$ cat src/rtl/fifo_pkg.sv
// Shared definitions for the opcode-vector FIFO and its command driver:
// opcode and driver-state encodings, status flag bit positions and the LOG2 macro.
`ifndef LOG2
`define LOG2(x) ($clog2(x))
`endif

package fifo_pkg;

   typedef enum logic [1:0] {
      DO_NOTHING = 2'b00,
      READ       = 2'b01,
      WRITE      = 2'b10,
      INVALID    = 2'b11
   } opcode_t;

   // Bit positions within the FIFO status flag vector
   localparam int DATA_VALID = 0;
   localparam int FIFO_FULL  = 1;
   localparam int FIFO_EMPTY = 2;
   localparam int NUM_FLAGS  = 3;

   typedef enum logic [1:0] {
      INIT  = 2'd0,
      RUN   = 2'd1,
      FLUSH = 2'd2
   } drv_state_t;

   typedef struct packed {
      logic vld;
      logic deliver;
   } rd_tag_t;

   function automatic logic [15:0] sat_inc(input logic [15:0] v);
      return (v == 16'hFFFF) ? v : v + 16'd1;
   endfunction

endpackage

$ cat src/rtl/fifo_cmd_driver_if.sv
// Producer write stream and consumer read stream of the FIFO command driver.
// master = traffic source/sink side, slave = driver side.
interface fifo_cmd_driver_if #(
   parameter int DATA_WIDTH = 4
);
   logic                  wr_valid;
   logic [DATA_WIDTH-1:0] wr_data;
   logic                  wr_ready;
   logic                  rd_req;
   logic                  rd_ready;
   logic [DATA_WIDTH-1:0] rd_data;
   logic                  rd_data_valid;

   modport master (
      output wr_valid, wr_data, rd_req,
      input  wr_ready, rd_ready, rd_data, rd_data_valid
   );

   modport slave (
      input  wr_valid, wr_data, rd_req,
      output wr_ready, rd_ready, rd_data, rd_data_valid
   );
endinterface

$ cat src/rtl/fifo_rd_return.sv
// Read return path: two-stage in-flight tag pipeline plus rd_data capture.
// Data captured two edges after issue, strobe the following cycle; no backpressure.
module fifo_rd_return
   import fifo_pkg::*;
#(
   parameter int DATA_WIDTH = 4
) (
   input  logic                  clk,
   input  logic                  reset,
   input  logic                  issue,
   input  logic                  deliver,
   input  logic [DATA_WIDTH-1:0] fifo_data_in,
   output logic [DATA_WIDTH-1:0] rd_data,
   output logic                  rd_data_valid,
   output logic                  pending
);

   rd_tag_t stage0;
   rd_tag_t stage1;

   always_ff @(posedge clk or negedge reset) begin
      if (!reset) begin
         stage0        <= '0;
         stage1        <= '0;
         rd_data       <= '0;
         rd_data_valid <= 1'b0;
      end else begin
         stage0        <= rd_tag_t'{vld: issue, deliver: issue & deliver};
         stage1        <= stage0;
         rd_data_valid <= stage1.vld & stage1.deliver;
         // Discarded (flush) reads leave the last delivered word in place
         if (stage1.vld && stage1.deliver) begin
            rd_data <= fifo_data_in;
         end
      end
   end

   // stage1 retires at the coming edge, so only stage0 is still outstanding afterwards
   assign pending = stage0.vld;

endmodule

$ cat src/rtl/fifo_cmd_driver.sv
// Merges write/read streams into one {opcode,data} FIFO command per clock with credit tracking.
// Read data returns 2 edges after grant; ready drops at full/empty or outside RUN. Optional FIFO_CMD_DRIVER_STATS_EN adds grant counters.
module fifo_cmd_driver
   import fifo_pkg::*;
#(
   parameter int DATA_WIDTH   = 4,
   parameter int NUM_ENTRIES  = 4,
   parameter int OPCODE_WIDTH = 2,
   parameter int CNT_WIDTH    = `LOG2(NUM_ENTRIES) + 1
) (
   input  logic                             clk,
   input  logic                             reset,
   fifo_cmd_driver_if.slave                 bus,
   input  logic                             flush,
   output logic                             flush_busy,
   output logic [CNT_WIDTH-1:0]             occupancy,
   output logic [OPCODE_WIDTH+DATA_WIDTH-1:0] vector_out,
   output logic                             fifo_rst,
   input  logic [DATA_WIDTH-1:0]            fifo_data_in
`ifdef FIFO_CMD_DRIVER_STATS_EN
   ,
   output logic [15:0]                      wr_count,
   output logic [15:0]                      rd_count
`endif
);

   drv_state_t state;
   drv_state_t state_d;
   logic       init_cnt;
   logic       last_write;
   logic       full;
   logic       empty;
   logic       wr_elig;
   logic       rd_elig;
   logic       flush_rd;
   logic       wr_grant;
   logic       rd_grant;
   logic       rd_issue;
   logic       pending;

   assign full  = (occupancy == CNT_WIDTH'(NUM_ENTRIES));
   assign empty = (occupancy == '0);

   always_comb begin
      state_d      = state;
      bus.wr_ready = 1'b0;
      bus.rd_ready = 1'b0;
      flush_rd     = 1'b0;
      wr_elig      = (state == RUN) && !full && bus.wr_valid;
      rd_elig      = (state == RUN) && !empty && bus.rd_req;
      case (state)
         INIT: begin
            if (init_cnt) state_d = RUN;
         end
         RUN: begin
            // On contention the side that did not win last time gets the slot
            bus.wr_ready = !full && (!rd_elig || !last_write);
            bus.rd_ready = !empty && (!wr_elig || last_write);
            if (flush) state_d = FLUSH;
         end
         FLUSH: begin
            flush_rd = !empty;
            if (empty && !pending) state_d = RUN;
         end
         default: state_d = INIT;
      endcase
   end

   assign wr_grant = bus.wr_valid & bus.wr_ready;
   assign rd_grant = bus.rd_req & bus.rd_ready;
   assign rd_issue = rd_grant | flush_rd;

   always_ff @(posedge clk or negedge reset) begin
      if (!reset) begin
         state      <= INIT;
         init_cnt   <= 1'b0;
         last_write <= 1'b0;
         occupancy  <= '0;
         vector_out <= '0;
         fifo_rst   <= 1'b1;
         flush_busy <= 1'b1;
      end else begin
         state      <= state_d;
         init_cnt   <= (state == INIT);
         fifo_rst   <= (state_d == INIT);
         flush_busy <= (state_d != RUN);
         if (wr_grant) begin
            occupancy  <= occupancy + CNT_WIDTH'(1);
            last_write <= 1'b1;
            vector_out <= {OPCODE_WIDTH'(WRITE), bus.wr_data};
         end else if (rd_issue) begin
            occupancy  <= occupancy - CNT_WIDTH'(1);
            if (rd_grant) last_write <= 1'b0;
            vector_out <= {OPCODE_WIDTH'(READ), {DATA_WIDTH{1'b0}}};
         end else begin
            vector_out <= {OPCODE_WIDTH'(DO_NOTHING), {DATA_WIDTH{1'b0}}};
         end
      end
   end

   fifo_rd_return #(
      .DATA_WIDTH (DATA_WIDTH)
   ) u_rd_return (
      .clk           (clk),
      .reset         (reset),
      .issue         (rd_issue),
      .deliver       (rd_grant),
      .fifo_data_in  (fifo_data_in),
      .rd_data       (bus.rd_data),
      .rd_data_valid (bus.rd_data_valid),
      .pending       (pending)
   );

`ifdef FIFO_CMD_DRIVER_STATS_EN
   always_ff @(posedge clk or negedge reset) begin
      if (!reset) begin
         wr_count <= '0;
         rd_count <= '0;
      end else begin
         if (wr_grant) wr_count <= sat_inc(wr_count);
         if (rd_issue) rd_count <= sat_inc(rd_count);
      end
   end
`endif

   a_occ_range: assert property (@(posedge clk) disable iff (!reset)
      occupancy <= CNT_WIDTH'(NUM_ENTRIES));
   a_no_invalid: assert property (@(posedge clk) disable iff (!reset)
      vector_out[OPCODE_WIDTH+DATA_WIDTH-1 -: OPCODE_WIDTH] != OPCODE_WIDTH'(INVALID));
   a_one_op: assert property (@(posedge clk) disable iff (!reset)
      !(wr_grant && rd_issue));

endmodule

$ cat src/flat_wrapper.sv
// flat-port wrapper written by rule: the top's interface ports become plain ports
module fifo_cmd_driver_flat import fifo_pkg::*;
#(
   parameter int DATA_WIDTH   = 4,
   parameter int NUM_ENTRIES  = 4,
   parameter int OPCODE_WIDTH = 2,
   parameter int CNT_WIDTH    = `LOG2(NUM_ENTRIES) + 1
)
  (clk, reset, flush, flush_busy, occupancy, vector_out, fifo_rst, fifo_data_in, bus_wr_valid, bus_wr_data, bus_rd_req, bus_wr_ready, bus_rd_ready, bus_rd_data, bus_rd_data_valid);
  fifo_cmd_driver_if #(.DATA_WIDTH(DATA_WIDTH)) bus_i ();
  input  logic clk;
  input  logic reset;
  input  logic flush;
  output logic flush_busy;
  output logic [CNT_WIDTH-1:0] occupancy;
  output logic [OPCODE_WIDTH+DATA_WIDTH-1:0] vector_out;
  output logic fifo_rst;
  input  logic [DATA_WIDTH-1:0] fifo_data_in;
  input wire logic [$bits(bus_i.wr_valid)-1:0] bus_wr_valid;
  input wire logic [$bits(bus_i.wr_data)-1:0] bus_wr_data;
  input wire logic [$bits(bus_i.rd_req)-1:0] bus_rd_req;
  output wire logic [$bits(bus_i.wr_ready)-1:0] bus_wr_ready;
  output wire logic [$bits(bus_i.rd_ready)-1:0] bus_rd_ready;
  output wire logic [$bits(bus_i.rd_data)-1:0] bus_rd_data;
  output wire logic [$bits(bus_i.rd_data_valid)-1:0] bus_rd_data_valid;
  assign bus_i.wr_valid = bus_wr_valid;
  assign bus_i.wr_data = bus_wr_data;
  assign bus_i.rd_req = bus_rd_req;
  assign bus_wr_ready = bus_i.wr_ready;
  assign bus_rd_ready = bus_i.rd_ready;
  assign bus_rd_data = bus_i.rd_data;
  assign bus_rd_data_valid = bus_i.rd_data_valid;
  fifo_cmd_driver #(.DATA_WIDTH(DATA_WIDTH), .NUM_ENTRIES(NUM_ENTRIES), .OPCODE_WIDTH(OPCODE_WIDTH), .CNT_WIDTH(CNT_WIDTH)) u_core (.clk(clk), .reset(reset), .bus(bus_i), .flush(flush), .flush_busy(flush_busy), .occupancy(occupancy), .vector_out(vector_out), .fifo_rst(fifo_rst), .fifo_data_in(fifo_data_in));
endmodule
$ cat config.mk
export PLATFORM = sky130hd
export DESIGN_NAME = fifo_cmd_driver_flat
export DESIGN_NICKNAME = d
export VERILOG_FILES = /design/src/rtl/fifo_pkg.sv /design/src/rtl/fifo_cmd_driver_if.sv /design/src/rtl/fifo_rd_return.sv /design/src/rtl/fifo_cmd_driver.sv /design/src/flat_wrapper.sv
export SDC_FILE = /design/constraint.sdc
export NUM_CORES = 1
export LEC_CHECK = 0
export ABC_AREA = 1
export BUFFER_PORTS_ARGS = -buffer_cell sky130_fd_sc_hd__buf_2
export CORE_MARGIN = 2
export CORE_UTILIZATION = 55
export CTS_BUF_LIST = sky130_fd_sc_hd__clkbuf_8
export CTS_CLUSTER_DIAMETER = 80
export DETAILED_ROUTE_END_ITERATION = 8
export HOLD_SLACK_MARGIN = 0.08
export PLACE_DENSITY = 0.85
export SLEW_MARGIN = 0
export SYNTH_ARGS = -nofsm -noshare
export SYNTH_HDL_FRONTEND = slang
export SYNTH_HIERARCHICAL = 1
export SYNTH_SLANG_ARGS = --single-unit
$ cat constraint.sdc
create_clock -name clk -period 3.05 [get_ports clk]
set_input_delay 0.4575 -clock clk [delete_from_list [all_inputs] [get_ports clk]]
set_output_delay 0.4575 -clock clk [all_outputs]
set_load 0.01 [all_outputs]
==> metrics.csv, run 1 <==
stage,metric,value,unit
sta,minimum clock period,1.87,ns
sta,Slew headroom,66.7,%
setup_path,critical-path maximum fanout,11,
run_status,run status,finished clean,
clocking,CTS tree,yes,
place,GPL Wtd Cong,0.730,
flow_run,maxcap violations,0,
synth,Post-synth EDFFs,0,
floorplanning,Initial Util,58.0,%
global_route,vias in the first global route,608,
drt,Vias,738,
floorplanning,Ports,31,
synth,mapped cell area,991,sq um
synth,share of the synthesized area in the top cell type,55.6,%
drt,DRC,0,
drt,number of vias per cell,4.56,
synth,Synth area leader,dfrtp_1,
global_route,grt total ovfl,0,
sta,RSZ-0062 raised after global routing,no,
hold_path,Hold Path Class,input pin to asynchronous set/reset pin,
cells_and_area,FILL cells,148,
clocking,post-CTS sizing,0,
place,Final HPWL DP,1.24,mm
sta,Final WS setup,1.18,ns
synth,#FFs+latches synth,24,
setup_path,crit path kind,register to register,
setup_path,required time of the critical path,3.24,ns
place,pre-CTS setup slack,1.16,ns
power_and_ir_drop,leakage power,0.747,nW
global_route,initial antenna violation count,0,
setup_path,Setup crit start kind,register,
clocking,root buf cell,clkbuf_8,
power_and_ir_drop,Power Density,966,nW/um^2
floorplanning,Core Rows,15,
floorplanning,Die Height,46.4,um
synth,syn_nets,118,
sta,Final Hold Viols,0,
global_route,GRT Overall Usage,17.3,%
sta,"Slew Viols, Final",0,
cells_and_area,Layout area overhead,21.7,%
clocking,CTS buffer count,3,
setup_path,crit end category,register,
synth,post-synthesis cell type count,18,
drt,routed len/inst,9.49,um
drt,"antenna viol nets, final",0,
synth,Yosys warnings,6,
sta,worst slew pin tran,0.500,ns
floorplanning,die area,2160,sq um
place,port buffer count,30,
global_route,first-pass GRT wire length,2.63,mm
drt,WL final,1.54,mm
synth,top_reg_cell synth,dfrtp_1,
setup_path,CP Data Arrival Time,2.06,ns
sta,Layout Skew,0.00145,ns
clocking,"Clk pin slew, worst setup/hold paths",0.07,ns
synth,synth cell count leaders,"nand2_1 (29), dfrtp_1 (22), inv_1 (19), nor2_1 (9), nand3_1 (8)",
power_and_ir_drop,Max IR drop VDD,0.568,mV
floorplanning,DIE WIDTH,46.4,um
synth,ranking of synthesized cells by area,"dfrtp_1 (56%), nand2_1 (11%), inv_1 (7.2%), dfstp_2 (5.3%), nand3_1 (4.0%)",
clocking,"Hold-fix buffers, CTS",0,
sta,setup TNS,0,ns
cells_and_area,ratio of cells with drive above 1 in the final layout,32.1,%
clocking,Post-CTS Setup Inserts,0,
place,Post-DP Area,1160,sq um
power_and_ir_drop,Power Total,1.17,mW
synth,gate count of the mapped netlist,104,
drt,drt pass-1 iters,4,
cells_and_area,fin area,1210,sq um
clocking,CTS sink count,24,
sta,"Setup violations, final",0,
synth,most frequent cell after synthesis,nand2_1,
clocking,clk_lat worst skew,0.25,ns
floorplanning,Core Region,1710,sq um
cells_and_area,ant diodes,0,
synth,"Seq/Total Area, Yosys",60.9,%
cells_and_area,Nets,152,
clocking,H-tree depth,1,
drt,initial DRC count,15,
sta,fin crit share,61.2,%
synth,asr flop ratio synth,100,%
clocking,clk buf depth,2,
synth,syn avg cell area,9.53,sq um
global_route,largest net degree at the start of global routing,25,
sta,highest clock rate,536,MHz
-- critical path: stages, from the launching register on --
cell,delay [ns]
dfrtp_1,0.46
nor2_4,0.18
nand2_4,0.08
o21ai_2,0.08
nand3_2,0.22
fa_1,0.45
inv_1,0.07
nand3_1,0.08
nand2_1,0.08
nand2_1,0.05
nand2_1,0.05
-- flip-flops by register name, indices dropped and copies added, names as in the netlist --
| register | count |
|---|---|
| u_core/state | 2 |
| u_core/fifo_rst | 1 |
| u_core/u_rd_return/stage1 | 2 |
| u_core/u_rd_return/stage0 | 1 |
| u_core/occupancy | 3 |
| u_core/last_write | 1 |
| u_core/u_rd_return/rd_data_valid | 1 |
| u_core/u_rd_return/pending | 1 |
| u_core/flush_busy | 1 |
| u_core/init_cnt | 1 |
| u_core/vector_out | 6 |
| u_core/u_rd_return/rd_data | 4 |
-- power breakdown --
group          leakage, nW  total [mW]  switching (mW)  internal, mW
registers            0.295       0.514          0.0759         0.438
logic                0.425       0.478           0.295         0.183
clock network       0.0269       0.173          0.0840        0.0893
total                0.747        1.17           0.455         0.711
-- final cells by class --
| cell class | count | area, sq um | share of cell area [%] |
|---|---|---|---|
| Clock inverter | 1 | 3.75 | 0.311 |
| Timing Repair Buffer | 30 | 150 | 12.4 |
| Sequential cell | 24 | 603 | 50.0 |
| Multi-Input combinational cell | 59 | 302 | 25.0 |
| Clock buffer | 3 | 41.3 | 3.42 |
| Tap cell | 25 | 31.3 | 2.59 |
| Inverter | 20 | 75.1 | 6.22 |
-- final timing paths --
check                                              endpoint  depth (start not counted)                          from  slack, ns
min                        u_core/u_rd_return/rd_data_valid                          1                         reset       0.16
min reg2reg                    u_core/u_rd_return/stage1[0]                          0  u_core/u_rd_return/stage0[0]       0.36
max                                     u_core/occupancy[2]                         10           u_core/occupancy[0]       1.18
min in group clk               u_core/u_rd_return/stage1[0]                          0  u_core/u_rd_return/stage0[0]       0.36
max in group asynchronous                   u_core/fifo_rst                          1                         reset       2.53
max reg2reg                             u_core/occupancy[2]                         10           u_core/occupancy[0]       1.18
-- kinds of logic (layout without fill, tap and decap cells) --
| kind of cell | count (synthesis) | count (layout) | share of synthesized area (%) |
|---|---|---|---|
| AND/OR/NAND/NOR | 55 | 55 | 26.5 |
| buffers and inverters | 21 | 54 | 8.71 |
| AO/OA/AOI/OAI | 3 | 3 | 1.89 |
| adder cells (fa/ha/maj) | 1 | 1 | 2.02 |
| flip-flops | 24 | 24 | 60.9 |
-- metrics by stage --
step | instances | utilization, % | hold slack (ns)
after floorplan | 104 | - | 0.162
after global placement | 158 | 68.0 | 0.336
after detailed placement | 158 | 68.0 | 0.342
after CTS | 162 | 70.6 | 0.175
after global routing | 162 | 70.6 | 0.198
final | 162 | 70.6 | 0.165
-- cell usage in the layout (no fill, tap or decap), drive strengths merged --
cell / count
fa: 1
dfrtp: 22
nand2: 32
nor2: 11
nand4: 1
nor3: 1
clkbuf: 3
inv: 21
and3: 1
dfstp: 2
buf: 30
nand3: 9
o21ai: 3
-- metal layers --
metal | wire (um) | GRT usage, % | share of wire, %
met5 | 0 | 0 | 0
met4 | 10 | 5.14 | 0.65
met3 | 96 | 3.53 | 6.2
met2 | 721 | 26.7 | 47
met1 | 709 | 24.8 | 46
No activity file was read; power rests on OpenSTA's default activity.
==> run 2: changes to the inputs <==
CORE_ASPECT_RATIO = 1.4   (was not set)
CORE_UTILIZATION = 51   (was 55)
PLACE_DENSITY = 0.8   (was 0.85)
clock period = 1.95 ns   (was 3.05 ns; I/O delays follow)
==> run 2 against run 1 <==
Sequential cell count stayed put. First-iteration DRC count is 40% lower. Die area is 7.4% higher. Critical path depth is 1 lower. Sequential power is 57% higher. Clock skew is 0.0030 ns higher. Design area is 0.62% higher. Combinational power is 60% higher. Clock power is 60% higher. Critical path type unchanged. Highest routed layer unchanged.
==> metrics.csv, run 2 (synthesized netlist as in run 1, its figures left out) <==
stage,metric,value,unit
floorplanning,Ports,31,
global_route,first-pass GRT wire length,3.11,mm
place,GPL Wtd Cong,0.827,
power_and_ir_drop,Power Density,1520,nW/um^2
global_route,vias in the first global route,730,
power_and_ir_drop,sequential fraction of design power,43.7,%
clocking,root buf cell,clkbuf_8,
sta,Slew headroom,65.3,%
sta,highest clock rate,577,MHz
setup_path,required time of the critical path,2.11,ns
drt,number of vias per cell,4.77,
sta,"Slew Viols, Final",0,
place,Final HPWL DP,1.42,mm
drt,initial DRC count,9,
cells_and_area,fin area,1210,sq um
global_route,largest net degree at the start of global routing,25,
run_status,run status,finished clean,
clocking,CTS buffer count,3,
clocking,CTS sink count,24,
cells_and_area,Largest register FFs,6,
floorplanning,Initial Util,55.0,%
cells_and_area,most frequent cells in the layout,"buf_2 (30), nand2_1 (29), dfrtp_1 (22)",
sta,setup TNS,0,ns
place,Post-DP Area,1160,sq um
cells_and_area,ant diodes,0,
setup_path,crit end category,register,
cells_and_area,Layout area overhead,22.5,%
global_route,initial antenna violation count,0,
sta,RSZ-0062 raised after global routing,no,
cells_and_area,Top Registers,"u_core/vector_out: 6 flops, u_core/u_rd_return/rd_data: 4 flops, u_core/occupancy: 3 flops",
power_and_ir_drop,sw frac,39.7,%
sta,minimum clock period,1.73,ns
power_and_ir_drop,Max IR drop VDD,0.869,mV
floorplanning,Die Height,56.2,um
power_and_ir_drop,power share of the clock group,14.9,%
setup_path,R2R Setup Slk,0.22,ns
sta,fin crit share,88.8,%
clocking,Post-CTS Setup Inserts,0,
place,port buffer count,30,
clocking,clk_lat worst skew,0.26,ns
cells_and_area,Nets,154,
drt,drt pass-1 iters,4,
setup_path,critical-path maximum fanout,6,
floorplanning,die area,2320,sq um
power_and_ir_drop,Int Power,1.12,mW
cells_and_area,ratio of cells with drive above 1 in the final layout,32.6,%
power_and_ir_drop,NetSw,734,uW
setup_path,crit path kind,register to register,
clocking,"Hold-fix buffers, CTS",1,
drt,routed len/inst,11.5,um
hold_path,Hold Path Class,input pin to register,
global_route,GRT Overall Usage,19.7,%
power_and_ir_drop,part of the power in combinational logic,41.4,%
drt,"antenna viol nets, final",0,
drt,DRC,0,
setup_path,RR Endpoint,u_core/occupancy[2],
setup_path,FF-to-FF Start,u_core/occupancy[0],
floorplanning,DIE WIDTH,41.3,um
sta,Layout Skew,0.00447,ns
sta,worst slew pin tran,0.521,ns
setup_path,Worst Reg-to-Reg Cells,9,
clocking,H-tree depth,1,
floorplanning,Core Rows,18,
hold_path,Hold Path Sink,u_core/vector_out[1],
clocking,post-CTS sizing,0,
clocking,clk buf depth,2,
drt,Vias,753,
setup_path,CP Data Arrival Time,1.89,ns
sta,"Setup violations, final",0,
setup_path,Setup crit start kind,register,
clocking,CTS tree,yes,
hold_path,Hold Path Origin,bus_wr_data[1],
cells_and_area,Biggest register,u_core/vector_out,
hold_path,Min-Delay Path Depth,3,
cells_and_area,"commonest non-fill, non-tap cell in the layout",buf_2,
power_and_ir_drop,leakage power,0.750,nW
clocking,"Clk pin slew, worst setup/hold paths",0.08,ns
drt,WL final,1.82,mm
floorplanning,Core Region,1800,sq um
global_route,grt total ovfl,0,
sta,Final Hold Viols,0,
flow_run,maxcap violations,0,
## run 2: cell count changes in the layout (fill, tap and decap cells not counted), sizes merged
cell / previous run / this run
buf: 30 / 31
dlygate4sd3: 0 / 1
inv: 21 / 20
## run 2: worst max path at each step
| stage | cells past startpoint | slack (ns) | startpoint | end |
|---|---|---|---|---|
| after floorplan | 10 | 0.21 | u_core/occupancy[0] | u_core/occupancy[2] |
| after global placement | 9 | 0.34 | u_core/occupancy[0] | u_core/occupancy[2] |
| after detailed placement | 9 | 0.23 | u_core/occupancy[0] | u_core/occupancy[2] |
| after CTS | 9 | 0.21 | u_core/occupancy[0] | u_core/occupancy[2] |
| after global routing | 10 | 0.06 | u_core/occupancy[0] | u_core/occupancy[2] |
| final | 9 | 0.22 | u_core/occupancy[0] | u_core/occupancy[2] |
## run 2: worst max-delay path: stages, from the launching register on
cell and delay (ns):
dfrtp_1 0.47, nor2_4 0.18, nand2_4 0.09, o21ai_2 0.08
nand3_2 0.11, fa_1 0.40, inv_1 0.07, nand3_1 0.09
nand3_1 0.09, nand2_1 0.05
## run 2: power by group through the flow
stage | logic, mW | clock network [mW] | registers, mW
2_1_floorplan | 0.464 | 0 | 0.863
3_3_place_gp | 0.737 | 0 | 0.806
3_5_place_dp | 0.768 | 0 | 0.819
4_1_cts | 0.773 | 0.290 | 0.810
5_1_grt | 0.885 | 0.306 | 0.833
6_report | 0.766 | 0.276 | 0.808
## run 2: cell type report
cell class	instances	area, sq um
multi-input combinational	59	302
fill	165	588
tap	20	25.0
inverter	20	75.1
clock buffer	3	41.3
timing repair buffer	32	168
sequential	24	603
## run 2: metal layers
metal	track usage [%]	wire [um]
met5	0	0
met2	32.4	1010
met4	11.1	51
met3	4.00	94
met1	21.8	658
## run 2: stage by stage
stage / util (%) / instances / hold slack (ns) / setup WS, ns / total power, mW
6_report: 67.4 / 158 / 0.234 / 0.218 / 1.85
5_1_grt: 67.4 / 158 / 0.237 / 0.0634 / 2.02
4_1_cts: 67.4 / 158 / 0.227 / 0.212 / 1.87
3_5_place_dp: 64.5 / 154 / 0.299 / 0.226 / 1.59
3_3_place_gp: 64.5 / 154 / 0.283 / 0.344 / 1.54
2_1_floorplan: - / 104 / -0.00309 / 0.206 / 1.33
==> run 3: changes to the inputs <==
BUFFER_PORTS_ARGS = -buffer_cell sky130_fd_sc_hd__buf_4   (was -buffer_cell sky130_fd_sc_hd__buf_2)
==> run 3 against run 2 <==
Sequential power is 0.5% higher. Sequential share of layout area shrank 3.4 points. Critical path depth rose by 1. Register-to-register slack about the same. Via count fell by 2.4%. Sequential cell count is the same. Power increased by 6.7%. Utilization rose by 4.9 points.
==> metrics.csv, run 3 (synthesized netlist as in run 1, its figures left out) <==
stage,metric,value,unit
sta,minimum clock period,1.73,ns
clocking,CTS sink count,24,
setup_path,worst setup path startpoint,u_core/occupancy[0],
power_and_ir_drop,Power Density,1520,nW/um^2
cells_and_area,Top Registers,"u_core/vector_out: 6 flops, u_core/u_rd_return/rd_data: 4 flops, u_core/occupancy: 3 flops",
setup_path,CP most frequent cell,nand2_1,
clocking,CTS tree,yes,
drt,routed len/inst,11.6,um
floorplanning,Core Rows,18,
drt,Vias,735,
power_and_ir_drop,Max IR drop VDD,0.899,mV
cells_and_area,ant diodes,0,
cells_and_area,final core occ,72.3,%
setup_path,R2R Setup Slk,0.22,ns
sta,Slew headroom,80.3,%
global_route,initial antenna violation count,0,
setup_path,"Max stage delay cell, worst path",dfrtp_1,
drt,DRC,0,
place,port buffer count,30,
cells_and_area,Largest register FFs,6,
drt,number of vias per cell,4.62,
clocking,"Clk pin slew, worst setup/hold paths",0.08,ns
drt,"antenna viol nets, final",0,
floorplanning,die area,2320,sq um
sta,RSZ-0062 raised after global routing,no,
sta,Final WS setup,0.219,ns
place,Placed Cells,154,
hold_path,Hold Path Class,input pin to register,
cells_and_area,non-filler instance count after layout,159,
global_route,vias in the first global route,769,
drt,drt pass-1 iters,4,
floorplanning,DIE WIDTH,41.3,um
hold_path,Min-Delay Path Depth,3,
setup_path,crit end category,register,
sta,fin crit share,88.8,%
sta,"Slew Viols, Final",0,
cells_and_area,most frequent cells in the layout,"buf_4 (31), nand2_1 (29), dfrtp_1 (22)",
sta,"Setup violations, final",0,
drt,WL final,1.84,mm
setup_path,FF-to-FF Start,u_core/occupancy[0],
setup_path,crit-path cells,nor2_4 > nand2_4 > o21ai_2 > nand3_2 > fa_1 > inv_1 > nand3_1 > nand2_1 > nand2_1 > nand2_1,
floorplanning,Ports,31,
clocking,root buf cell,clkbuf_8,
setup_path,Worst Setup EP,u_core/occupancy[2],
clocking,clk_lat worst skew,0.25,ns
power_and_ir_drop,leakage power,0.778,nW
cells_and_area,Biggest register,u_core/vector_out,
sta,setup TNS,0,ns
setup_path,crit path kind,register to register,
place,Final HPWL DP,1.37,mm
setup_path,WP depth,10,
clocking,clk buf depth,2,
setup_path,crit-path leading delay family,simple AND/OR/NAND/NOR gates,
sta,Layout Skew,0.00141,ns
cells_and_area,"commonest non-fill, non-tap cell in the layout",buf_4,
clocking,H-tree depth,1,
setup_path,Worst Reg-to-Reg Cells,10,
power_and_ir_drop,Power Total,1.97,mW
cells_and_area,ratio of cells with drive above 1 in the final layout,33.1,%
setup_path,Setup crit start kind,register,
global_route,GRT Overall Usage,19.2,%
drt,initial DRC count,12,
floorplanning,Core Region,1800,sq um
global_route,largest net degree at the start of global routing,25,
floorplanning,Die Height,56.2,um
setup_path,required time of the critical path,2.15,ns
setup_path,critical-path maximum fanout,6,
place,GPL Wtd Cong,0.812,
global_route,grt total ovfl,0,
setup_path,CP Data Arrival Time,1.93,ns
floorplanning,Initial Util,55.0,%
sta,highest clock rate,578,MHz
setup_path,RR Endpoint,u_core/occupancy[2],
flow_run,maxcap violations,0,
setup_path,"Buf+Inv Stages, Crit Path",1,
run_status,run status,finished clean,
sta,Final Hold Viols,0,
clocking,CTS buffer count,3,
global_route,first-pass GRT wire length,3.08,mm
cells_and_area,Layout area overhead,31.4,%
sta,worst slew pin tran,0.295,ns
cells_and_area,Nets,154,
setup_path,CP peak stage delay,0.47,ns
place,pre-CTS setup slack,0.239,ns
## run 3: worst register-to-register path: cells and delay by family, from the launching register on
family                     cells  cell delay, ns
AOI/OAI and AO/OA              1            0.09
adders and majority gates      1            0.39
buffers and inverters          1            0.06
DFF                            1            0.47
and+or+nand+nor                7            0.68
## run 3: repair_timing
item / in CTS / in global routing
gates resized for setup: 0 / 0
hold buffers: 1 / 0
endpoints found under the hold margin: 22 / 0
buffers inserted: 0 / 0
## run 3: cell type report
type                    count  area, sq um
repair buffers             32          243
inverters                  20         75.1
multi-input cells          59          302
well taps                  20         25.0
fillers                   146          499
clock buffers               4         55.1
flip-flops and latches     24          603
## run 3: metal layers
| metal | wire [um] | GRT usage (%) | vias to the layer above |
|---|---|---|---|
| met3 | 89 | 4.80 | 2 |
| li1 | - | - | 376 |
| met2 | 1050 | 33.3 | 17 |
| met5 | 0 | 0 | - |
| met4 | 12 | 8.29 | 0 |
| met1 | 688 | 19.9 | 340 |
## run 3: how the worst min path moves through the flow
| stage | start | endpoint |
|---|---|---|
| finish | bus_wr_data[3] | u_core/vector_out[3] |
| global route | bus_wr_data[0] | u_core/vector_out[0] |
| CTS | bus_wr_data[2] | u_core/vector_out[2] |
| detailed placement | reset | u_core/u_rd_return/rd_data[1] |
| global placement | reset | u_core/u_rd_return/rd_data_valid |
| floorplan | reset | u_core/init_cnt |
## run 3: stage by stage
| step | hold slack [ns] | instance area [sq um] |
|---|---|---|
| after detailed placement | 0.201 | 1240 |
| after floorplan | -0.00309 | 991 |
| after CTS | 0.239 | 1300 |
| final | 0.250 | 1300 |
| after global routing | 0.249 | 1300 |
| after global placement | 0.198 | 1240 |
## run 3: where the power goes
| part | internal (mW) | switching, mW | total (mW) |
|---|---|---|---|
| logic | 0.368 | 0.477 | 0.845 |
| registers | 0.686 | 0.126 | 0.812 |
| clock network | 0.180 | 0.138 | 0.318 |
| total | 1.23 | 0.741 | 1.97 |
